--- src/rtl/awg_sequencer.sv ---
// Sample sequencer for the 8-bit PMOD AWG: divides ref_clk into sample strobes,
// walks one waveform period per pass and runs finite or continuous bursts.
module awg_sequencer #(
    parameter int CLK_DIV   = 4,
    parameter int N_SAMPLES = 15,
    parameter int BURST_W   = 8,
    localparam int IDX_W    = $clog2(N_SAMPLES)
) (
    input  logic               ref_clk,
    input  logic               rst,
    input  logic               start,
    input  logic               stop,
    input  logic [1:0]         wave_sel,
    input  logic [BURST_W-1:0] burst_len,
    output logic [IDX_W-1:0]   lut_addr,
    input  logic [7:0]         lut_data,
    output logic [7:0]         pmod,
    output logic               sample_valid,
    output logic               period_tick,
    output logic               busy,
    output logic               done
);

    localparam int DIV_W = $clog2(CLK_DIV);
    localparam logic [DIV_W-1:0] DIV_LAST = DIV_W'(CLK_DIV - 1);
    localparam logic [IDX_W-1:0] IDX_LAST = IDX_W'(N_SAMPLES - 1);

    typedef enum logic [1:0] {
        S_IDLE,
        S_RUN,
        S_DRAIN
    } state_t;

    state_t             state_q;
    logic [1:0]         wave_q;
    logic [BURST_W-1:0] burst_q;
    logic [BURST_W-1:0] per_q;
    logic [DIV_W-1:0]   div_q;
    logic [IDX_W-1:0]   idx_q;
    logic               pend_q;
    logic               tick_q;
    logic               last_q;
    logic [7:0]         shape_q;
    logic [7:0]         shape_d;
    logic [7:0]         pmod_q;
    logic               valid_q;
    logic               ptick_q;
    logic               done_q;
    logic               strobe;
    logic               wrap;

    function automatic logic [7:0] shape(input logic [1:0] sel,
                                         input logic [IDX_W-1:0] k);
        logic [15:0] kk;
        logic [15:0] n;
        logic [15:0] v;
        kk = 16'(k);
        n  = 16'(N_SAMPLES);
        v  = 16'd0;
        unique case (sel)
            2'd0: v = (kk * 16'd256) / n;
            2'd1: begin
                if (kk < n / 16'd2) v = (16'd2 * kk * 16'd256) / n;
                else                v = (16'd2 * (n - kk) * 16'd256) / n;
            end
            2'd2: v = (kk < n / 16'd2) ? 16'd255 : 16'd0;
            2'd3: v = 16'd0;
        endcase
        return (v > 16'd255) ? 8'd255 : v[7:0];
    endfunction

    always_comb begin
        shape_d = shape(wave_q, idx_q);
    end

    assign strobe       = (div_q == '0);
    assign wrap         = (idx_q == IDX_LAST);
    assign lut_addr     = idx_q;
    assign pmod         = pmod_q;
    assign sample_valid = valid_q;
    assign period_tick  = ptick_q;
    assign done         = done_q;
    assign busy         = (state_q != S_IDLE);

    always_ff @(posedge ref_clk or negedge rst) begin
        if (!rst) begin
            state_q <= S_IDLE;
            wave_q  <= 2'd0;
            burst_q <= '0;
            per_q   <= '0;
            div_q   <= '0;
            idx_q   <= '0;
            pend_q  <= 1'b0;
            tick_q  <= 1'b0;
            last_q  <= 1'b0;
            shape_q <= 8'd0;
            pmod_q  <= 8'd128;
            valid_q <= 1'b0;
            ptick_q <= 1'b0;
            done_q  <= 1'b0;
        end else begin
            valid_q <= 1'b0;
            ptick_q <= 1'b0;
            done_q  <= 1'b0;
            unique case (state_q)
                S_IDLE: begin
                    if (start && !stop) begin
                        state_q <= S_RUN;
                        wave_q  <= wave_sel;
                        burst_q <= burst_len;
                        per_q   <= '0;
                        div_q   <= '0;
                        idx_q   <= '0;
                        pend_q  <= 1'b0;
                        last_q  <= 1'b0;
                    end
                end
                S_RUN: begin
                    if (stop) begin
                        state_q <= S_IDLE;
                        pend_q  <= 1'b0;
                    end else begin
                        div_q  <= (div_q == DIV_LAST) ? '0 : div_q + DIV_W'(1);
                        pend_q <= strobe;
                        // Emit the sample captured on the previous strobe edge.
                        if (pend_q) begin
                            pmod_q  <= (wave_q == 2'd3) ? lut_data : shape_q;
                            valid_q <= 1'b1;
                            ptick_q <= tick_q;
                        end
                        if (strobe) begin
                            shape_q <= shape_d;
                            tick_q  <= wrap;
                            if (wrap) begin
                                idx_q <= '0;
                                per_q <= per_q + BURST_W'(1);
                                if (burst_q != '0 &&
                                    per_q == burst_q - BURST_W'(1)) begin
                                    last_q  <= 1'b1;
                                    state_q <= S_DRAIN;
                                end
                            end else begin
                                idx_q <= idx_q + IDX_W'(1);
                            end
                        end
                    end
                end
                S_DRAIN: begin
                    if (!stop) begin
                        pmod_q  <= (wave_q == 2'd3) ? lut_data : shape_q;
                        valid_q <= 1'b1;
                        ptick_q <= tick_q;
                        done_q  <= last_q;
                    end
                    state_q <= S_IDLE;
                    pend_q  <= 1'b0;
                end
                default: state_q <= S_IDLE;
            endcase
        end
    end

endmodule

--- config.mk ---
export PLATFORM = sky130hd
export DESIGN_NAME = awg_sequencer
export DESIGN_NICKNAME = d
export VERILOG_FILES = /design/src/rtl/awg_sequencer.sv
export SDC_FILE = /design/constraint.sdc
export NUM_CORES = 1
export LEC_CHECK = 0
export ABC_AREA = 1
export CAP_MARGIN = 0
export CORE_MARGIN = 5
export CORE_UTILIZATION = 60
export CTS_CLUSTER_DIAMETER = 30
export DETAILED_ROUTE_END_ITERATION = 6
export PLACE_DENSITY = 0.83
export SLEW_MARGIN = 20
export SYNTH_ARGS = -nofsm -noshare
export SYNTH_HDL_FRONTEND = slang
export SYNTH_SLANG_ARGS = --single-unit
--- constraint.sdc ---
create_clock -name ref_clk -period 19.8 [get_ports ref_clk]
set_input_delay 1.98 -clock ref_clk [delete_from_list [all_inputs] [get_ports ref_clk]]
set_output_delay 1.98 -clock ref_clk [all_outputs]
set_load 0.02 [all_outputs]
After elaboration in Yosys (flattened, before gate mapping)
Index checks and enable logic that the tools add are counted.

storage, ports and cells
  input port bits = 22
  bits in registers = 48

cells by class
  bitwise operators = 1
  div/mod/pow operators = 3
  $add $sub $neg = 5
  reductions and logical operators = 20
  $lt $le $gt $ge = 2
  equality and inequality tests = 18
  muxes and demuxes = 47

operator list
  kind                                                                   number
  8-bit two-way mux                                                      10
  16-bit one-hot mux with 4 select lines                                 1
  8-bit one-hot mux with 2 select lines                                  2
  12-bit by 4-bit divider with 16-bit output, second input constant      1
  13-bit by 4-bit divider with 16-bit output, second input constant      1
  16-bit by 4-bit divider with 16-bit output, second input constant      1
  16-bit by 8-bit > comparator with 1-bit output, second input constant  1
  16-bit two-way mux                                                     1
  2-bit two-way mux                                                      8
  4-bit two-way mux                                                      4
  1-bit two-way mux                                                      14
  2-bit != test, second input constant                                   7
  4-bit AND reduction                                                    3
  3-bit != test, second input constant                                   3
  8-bit by 1-bit adder with 8-bit output, second input constant          1
  2-bit == test, second input constant                                   4
  8-bit == test                                                          1
  2-bit one-hot mux with 2 select lines                                  2
  4-bit one-hot mux with 2 select lines                                  1
  8-bit nonzero test                                                     1
  8-bit by 1-bit subtractor with 8-bit output, second input constant     1
  2-bit zero test                                                        3
  1-bit one-hot mux with 2 select lines                                  3
  3-bit AND reduction                                                    2
  15 further kinds                                                       20

Logic depth before layout (Yosys ltp)
  depth after elaboration = 8
  gate-level depth with buffers = 58
  depth with buffers taken out = 56

Worst setup path before layout
Ideal clock, no wire load.

  kind = reg-to-reg
  from = register idx_q[1] (netlist: lut_addr[1])
  to = register shape_q[0]
  slack = 12.638 ns
  cell stages (with the launch flop) = 59
  data required time = 19.653 ns
  clock period less this slack = 7.162 ns
  buffers on the path = 3
  arrival time = 7.015 ns
  path through = dfrtp_1 ha_1 nand2_2 nand2_4 inv_1 nand2_1 nand3_1 o21ai_0 ha_1 nand2_1 nor2_4 nand2_4 nand2_1 inv_1 ha_1 inv_1 nand3_4 nand2_4 [23 not listed] nor2_4 nand4_1 buf_6 xor2_2 ha_1 nand3_4 nor2_8 nand2_4 nand2_1 nand2_1 ha_1 nor2_1 nor2_1 nand3_1 nor2_1 nand2_1 nand2_1 a21oi_2

on the way
  cells in the longest elaborated chain, start to end = 6

ends and longest elaborated chain
  element                                         line  source
  start: declaration                              39    logic [IDX_W-1:0] idx_q;
  start signal: assignment                        143   idx_q <= idx_q + IDX_W'(1);
  4-bit by 4-bit subtractor with 5-bit output     64    else v = (16'd2 * (n - kk) * 16'd256) / n;
  16-bit by 4-bit divider with 16-bit output      64
  16-bit two-way mux                              63    if (kk < n / 16'd2) v = (16'd2 * kk * 16'd256) / n;
  16-bit one-hot mux with 4 select lines *        60    unique case (sel)
  16-bit by 8-bit > comparator with 1-bit output  69    return (v > 16'd255) ? 8'd255 : v[7:0];
  8-bit two-way mux *                             69
  end signal: assignment                          132   shape_q <= shape_d;
  end: declaration                                43    logic [7:0] shape_q;

Every way passes the cells marked *; elsewhere a longest branch is shown, timed or not.
A chain may end at the register's enable or synchronous reset.

Final worst setup path
Same ends and word-level chain as after synthesis.

==> flow_summary.json <==
{
  "async_flop_share": 1.00,
  "cts_buffers": 5,
  "synth_edf_count": 0,
  "finalSetupViolations": 0,
  "cp.required_ns": 19.95,
  "port_buffers": 37,
  "cp-end-kind": "flip-flop",
  "finish.utilization": 0.682,
  "antenna_left": 0,
  "reg2reg_depth": 55,
  "dr.pass1.iters": 4,
  "syn_nets": 620,
  "worstSetupPathType": "reg -> reg",
  "die_y_um": 92.3,
  "ys_types": 48,
  "yosysWarnings": 0,
  "synth_fa_ha_area_frac": 0.0524,
  "ys_seq_area_frac": 0.296,
  "max_stage_delay_ns": 0.48,
  "endpoint": "shape_q[0]$_DFFE_PN0P_",
  "synth_top_family_by_area": "simple AND/OR/NAND/NOR gates",
  "drt_iter0_drc": 190,
  "drt-wirelength-per-cell_um": 13.1,
  "grt_setup_unrepaired": "false",
  "clk_pin_slew_ns": 0.09,
  "ios": 38,
  "gr-total-overflow": 0,
  "ys_dominant_reg_cell": "dfrtp_1",
  "grt_pass1_vias": 3600,
  "cts.hold.buffers_added": 0,
  "synth_mux_area_frac": 0.0166,
  "r2r_slack_ns": 11.52,
  "tightest_slew_ns": 1.03,
  "routed_wl_um": 9090,
  "drc": 0,
  "vias": 3748,
  "drv_slew": 0,
  "cts-root-buf": "clkbuf_8",
  "gp_congestion": 0.912,
  "fillers": 562,
  "grtUsageTotal": 0.219,
  "fin_skew_ns": 0.00577,
  "cap_violations": 0,
  "final_nets": 654,
  "cp-start-kind": "flip-flop",
  "final_hold_viol_count": 0,
  "cts_resized": 0,
  "synth_compound_area_frac": 0.101,
  "synth_top_area_frac": 0.290,
  "synthXorXnorAreaFrac": 0.0428,
  "syn_to_final_growth_pct": 12.1,
  "n_antenna_cell": 0,
  "worstReg2RegStart": "lut_addr[1]$_DFFE_PN0P_",
  "ys_seq_elements": 48,
  "cp.depth": 55,
  "drive_gt1_frac": 0.115,
  "period_needed_ns": 8.28,
  "grt_pass1_wl_um": 15600,
  "critPathTopFamily": "simple AND/OR/NAND/NOR gates",
  "cp.arrival_ns": 8.43,
  "synth_area_leaders": "dfrtp_1 29%, nand2_1 14%, inv_1 7.7%",
  "syn-cell-area_mm2": 0.00406,
  "synth_area_per_cell_um2": 6.99,
  "via_per_inst": 5.39,
  "worst-path-buf-inv": 5,
  "timing.fmax_ghz": 0.121,
  "critPathSlowestCell": "dfrtp_1",
  "num_rows": 30,
  "grt_max_degree": 49,
  "tns_ns": 0,
  "clockBufferDepth": 2,
  "multiInputGateArea_mm2": 0.00245,
  "synth-simple-area-share": 0.390,
  "antenna_found_initial": 0,
  "cp-startpoint": "lut_addr[1]$_DFFE_PN0P_",
  "clock_sink_count": 48,
  "r2r_end": "shape_q[0]$_DFFE_PN0P_",
  "die_area_mm2": 0.00851,
  "die_x_um": 92.3,
  "outcome": "completed",
  "cp_max_fo": 12,
  "core_mm2": 0.00668,
  "seq_area_mm2": 0.00120,
  "cts_tree": "built",
  "yosysMostFrequentCell": "nand2_1",
  "cts.htree.levels": 2,
  "slew_headroom": 0.313,
  "syn_inst": 581,
  "place_hpwl_um": 7190,
  "finalCritPeriodShare": 0.418,
  "hold_path_class": "reg -> reg",
  "yosys-top-cells-count": "147 x nand2_1, 83 x inv_1, 50 x nand3_1",
  "cts_setup_buffers": 0,
  "cp_common_cell": "nand2_1",
  "yosysTopAreaCell": "dfrtp_1",
  "start_util": 0.608,
  "clkLatencyLatePin_ns": 0.30
}
[state kept, by name (all words and copies together), names as in the netlist]
name          count
burst_q           8
per_q             8
pmod              8
shape_q           8
lut_addr          4
div_q             2
state_q           2
wave_q            2
done              1
last_q            1
pend_q            1
period_tick       1
sample_valid      1
tick_q            1
[final cells by class]
| class | count | area share |
|---|---|---|
| Clock buffer | 6 | 0.0181 |
| Clock inverter | 2 | 0.00220 |
| Inverter | 90 | 0.0745 |
| Multi-Input combinational cell | 433 | 0.538 |
| Sequential cell | 48 | 0.264 |
| Tap cell | 80 | 0.0220 |
| Timing Repair Buffer | 37 | 0.0808 |
[through the flow]
step                hold WS (ns)  std cells  worst slack (ns)  instance area (um^2)
floorplan                  0.446        581             12.64                  4060
global placement           0.463        688             11.97                  4460
detailed placement         0.478        688             11.60                  4460
CTS                        0.499        696             11.53                  4550
global route               0.510        696             10.58                  4550
finish                     0.495        696             11.52                  4550
[layout by cell type, fill, tap and decap left out, types with 6 or more instances in the layout]
master	synthesis	layout
mux2_2	6	6
o21ai_0	21	21
a22oi_1	6	6
a21oi_1	18	18
nand3_1	50	50
inv_1	83	83
clkdlybuf4s50_1	0	36
clkbuf_8	0	6
nand2_1	147	147
nor3_1	10	10
xor2_1	12	12
xnor2_1	6	6
nor2_1	46	46
dfrtp_1	47	47
nand4_1	15	15
inv_2	6	6
nand2_2	17	17
a31oi_1	8	8
nor2_4	7	7
ha_1	17	17
[cell families (layout without fill, tap and decap cells)]
group / count (synthesis) / after routing
compound gates: 68 / 68
xor+xnor: 19 / 19
fa+ha+maj: 17 / 17
buf+inv: 100 / 135
flops: 48 / 48
mux: 6 / 6
other cells: 1 / 1
simple gates: 322 / 322
[routing by layer]
layer  up-vias  GRT usage  wire length, um
met2        73      0.392             4530
met4         0     0.0705              144
met3        10     0.0213              322
met5         -          0                0
li1       1944          -                -
met1      1721      0.276             4090
[worst min-delay path by stage]
stage	start	endpoint	slack [ns]	depth (start not counted)
2_1_floorplan	tick_q$_DFFE_PN0P_	tick_q$_DFFE_PN0P_	0.45	2
3_3_place_gp	tick_q$_DFFE_PN0P_	tick_q$_DFFE_PN0P_	0.46	2
3_5_place_dp	tick_q$_DFFE_PN0P_	tick_q$_DFFE_PN0P_	0.48	2
4_1_cts	last_q$_DFFE_PN0P_	last_q$_DFFE_PN0P_	0.50	1
5_1_grt	last_q$_DFFE_PN0P_	last_q$_DFFE_PN0P_	0.51	1
6_report	last_q$_DFFE_PN0P_	last_q$_DFFE_PN0P_	0.50	1
Power is left out: the tool's default activity adds up to more than one toggle a clock period on the data nets, which glitch-free logic cannot reach.
==> patch, RTL diff (same settings) <==
Compare `idx_q` against `IDX_LAST` with >= in place of ==.
--- a/src/rtl/awg_sequencer.sv
+++ b/src/rtl/awg_sequencer.sv
@@ -74,7 +74,7 @@
     end
 
     assign strobe       = (div_q == '0);
-    assign wrap         = (idx_q == IDX_LAST);
+    assign wrap         = (idx_q >= IDX_LAST);
     assign lut_addr     = idx_q;
     assign pmod         = pmod_q;
     assign sample_valid = valid_q;
Behaviour: same outputs for any inputs over 10 cycles, from zero or initial values and one cycle with rst low; that may be too few to reach the edited logic, so the function may still have changed.
==> patch against the unedited design <==
Setup slack got worse by 0.098 ns; cell area rose by 4.1%; sequential share of layout area fell by 1.0 points; area after synthesis rose by 3.5%; routed wire length rose by 4.6%; core utilization rose by 1.6 points; sequential cell count did not move; critical endpoint unchanged.
==> patch: results (changes against the unedited design) <==
drtIter0Drc: 194  # was 190
drive_gt1_share_pct: 12.24  # was 11.53%
async_flop_share_pct: 100.0  # unchanged
cts_max_level: 2  # unchanged
hold_end: "tick_q"  # was last_q
via_count: 3952  # was 3748
gr-usage-all-layers_pct: 22.88  # was 21.91%
dp.cells: 725  # was 688
cp_max_fo: 13  # was 12
yosys-top-cells-count: "nand2_1 (139), inv_1 (85), nand3_1 (59), nor2_1 (53), dfrtp_1 (47)"  # was nand2_1 (147), inv_1 (83), nand3_1 (50), dfrtp_1 (47), nor2_1 (46)
post_cts_buffers: 0  # unchanged
hold_path_depth: 2  # was 1
yosysUniqueCellTypes: 46  # was 48
avgViaCountPerCell: 5.392  # was 5.385
grt_pass1_wl_mm: 16.55  # was 15.57 mm
wirelength_mm: 9.503  # was 9.087 mm
cp.arrival_ns: 8.53  # was 8.43 ns
fin_worst_skew_ns: 0.004385  # was 0.005766 ns
crit_path_max_incr_delay_ns: 0.45  # was 0.48 ns
tightest_slew_ns: 0.8892  # was 1.025 ns
synthTopCellsByArea: "dfrtp_1 (28%), nand2_1 (12%), inv_1 (7.6%)"  # was dfrtp_1 (29%), nand2_1 (14%), inv_1 (7.7%)
routabilityCongestion: 1.021  # was 0.9122
dpl_cell_area_um2: 4613  # was 4459 um2
hpwl_mm: 7.656  # was 7.191 mm
first_pass_iters: 7  # was 4
first_global_vias: 3629  # was 3600
rr_worst_depth: 56  # was 55
cts_made_buffers: 5  # unchanged
syn_nets: 640  # was 620
seq_area_frac_synth_pct: 28.62  # was 29.61%
n_fill_cell: 565  # was 562
status: "completed"  # unchanged
hp-start: "tick_q"  # was last_q
fin_nets: 674  # was 654
r2r_slack_ns: 11.42  # was 11.52 ns
synth_cells: 602  # was 581
## patch: changes by cell type after synthesis, sizes merged, moves of 3 or more
cell,before,now
a21oi,19,25
inv,89,93
nand2,169,157
nand3,56,75
nand3b,5,2
nor2,57,67
## patch: cells by family after synthesis
logic type      after synthesis  share of synthesized area [%]
compound gates               74                          11.11
xor+xnor                     18                          3.752
fa+ha+maj                    16                          4.765
other cells                   1                        0.08925
mux                           5                          1.340
buf+inv                     105                          10.24
simple gates                335                          40.08
flops                        48                          28.62
## patch: how the worst max path moves through the flow
| stage | end | start | slack, ns |
|---|---|---|---|
| floorplan | shape_q[0] | lut_addr[1] | 12.44 |
| global placement | shape_q[0] | lut_addr[1] | 11.92 |
| detailed placement | shape_q[0] | lut_addr[1] | 11.48 |
| CTS | shape_q[0] | lut_addr[1] | 11.44 |
| global route | shape_q[0] | lut_addr[1] | 10.43 |
| finish | shape_q[0] | lut_addr[1] | 11.42 |
## patch: worst reg2reg max path: cells and delay by family, from the launching register on
family	cells	cell delay [ns]
and+or+nand+nor	37	4.56
DFF	1	0.45
buffers and inverters	5	0.32
adders and majority gates	9	2.29
xor gates and xnor gates	1	0.17
AOI/OAI and AO/OA	4	0.46
## patch: routing by layer
metal	vias to the layer above	global-route usage, %	routed length (um)
li1	2029	-	-
met5	-	0	0
met3	19	2.484	364
met4	0	7.341	209
met1	1822	29.70	4254
met2	82	39.68	4675
## patch: stage by stage
step,util (%),worst slack (ns),hold WS (ns)
6_report,69.80,11.42,0.4998
5_1_grt,69.80,10.43,0.5264
4_1_cts,69.76,11.44,0.4994
3_5_place_dp,67.90,11.48,0.4703
3_3_place_gp,67.90,11.92,0.4656
2_1_floorplan,-,12.44,0.4456
## patch: final cells by class
cell class | instances | area (um2) | area share, %
clock buffer | 7 | 96.34 | 2.032
clock inverter | 1 | 30.03 | 0.6332
inverter | 95 | 356.6 | 7.520
multi-input combinational | 449 | 2569 | 54.17
sequential | 48 | 1202 | 25.36
tap | 96 | 120.1 | 2.533
timing repair buffer | 37 | 367.9 | 7.757
## patch: power breakdown
group | total, mW | internal (mW) | switching (mW)
sequential | 0.166 | 0.133 | 0.0326
combinational | 0.630 | 0.212 | 0.418
clock | 0.0758 | 0.0445 | 0.0312
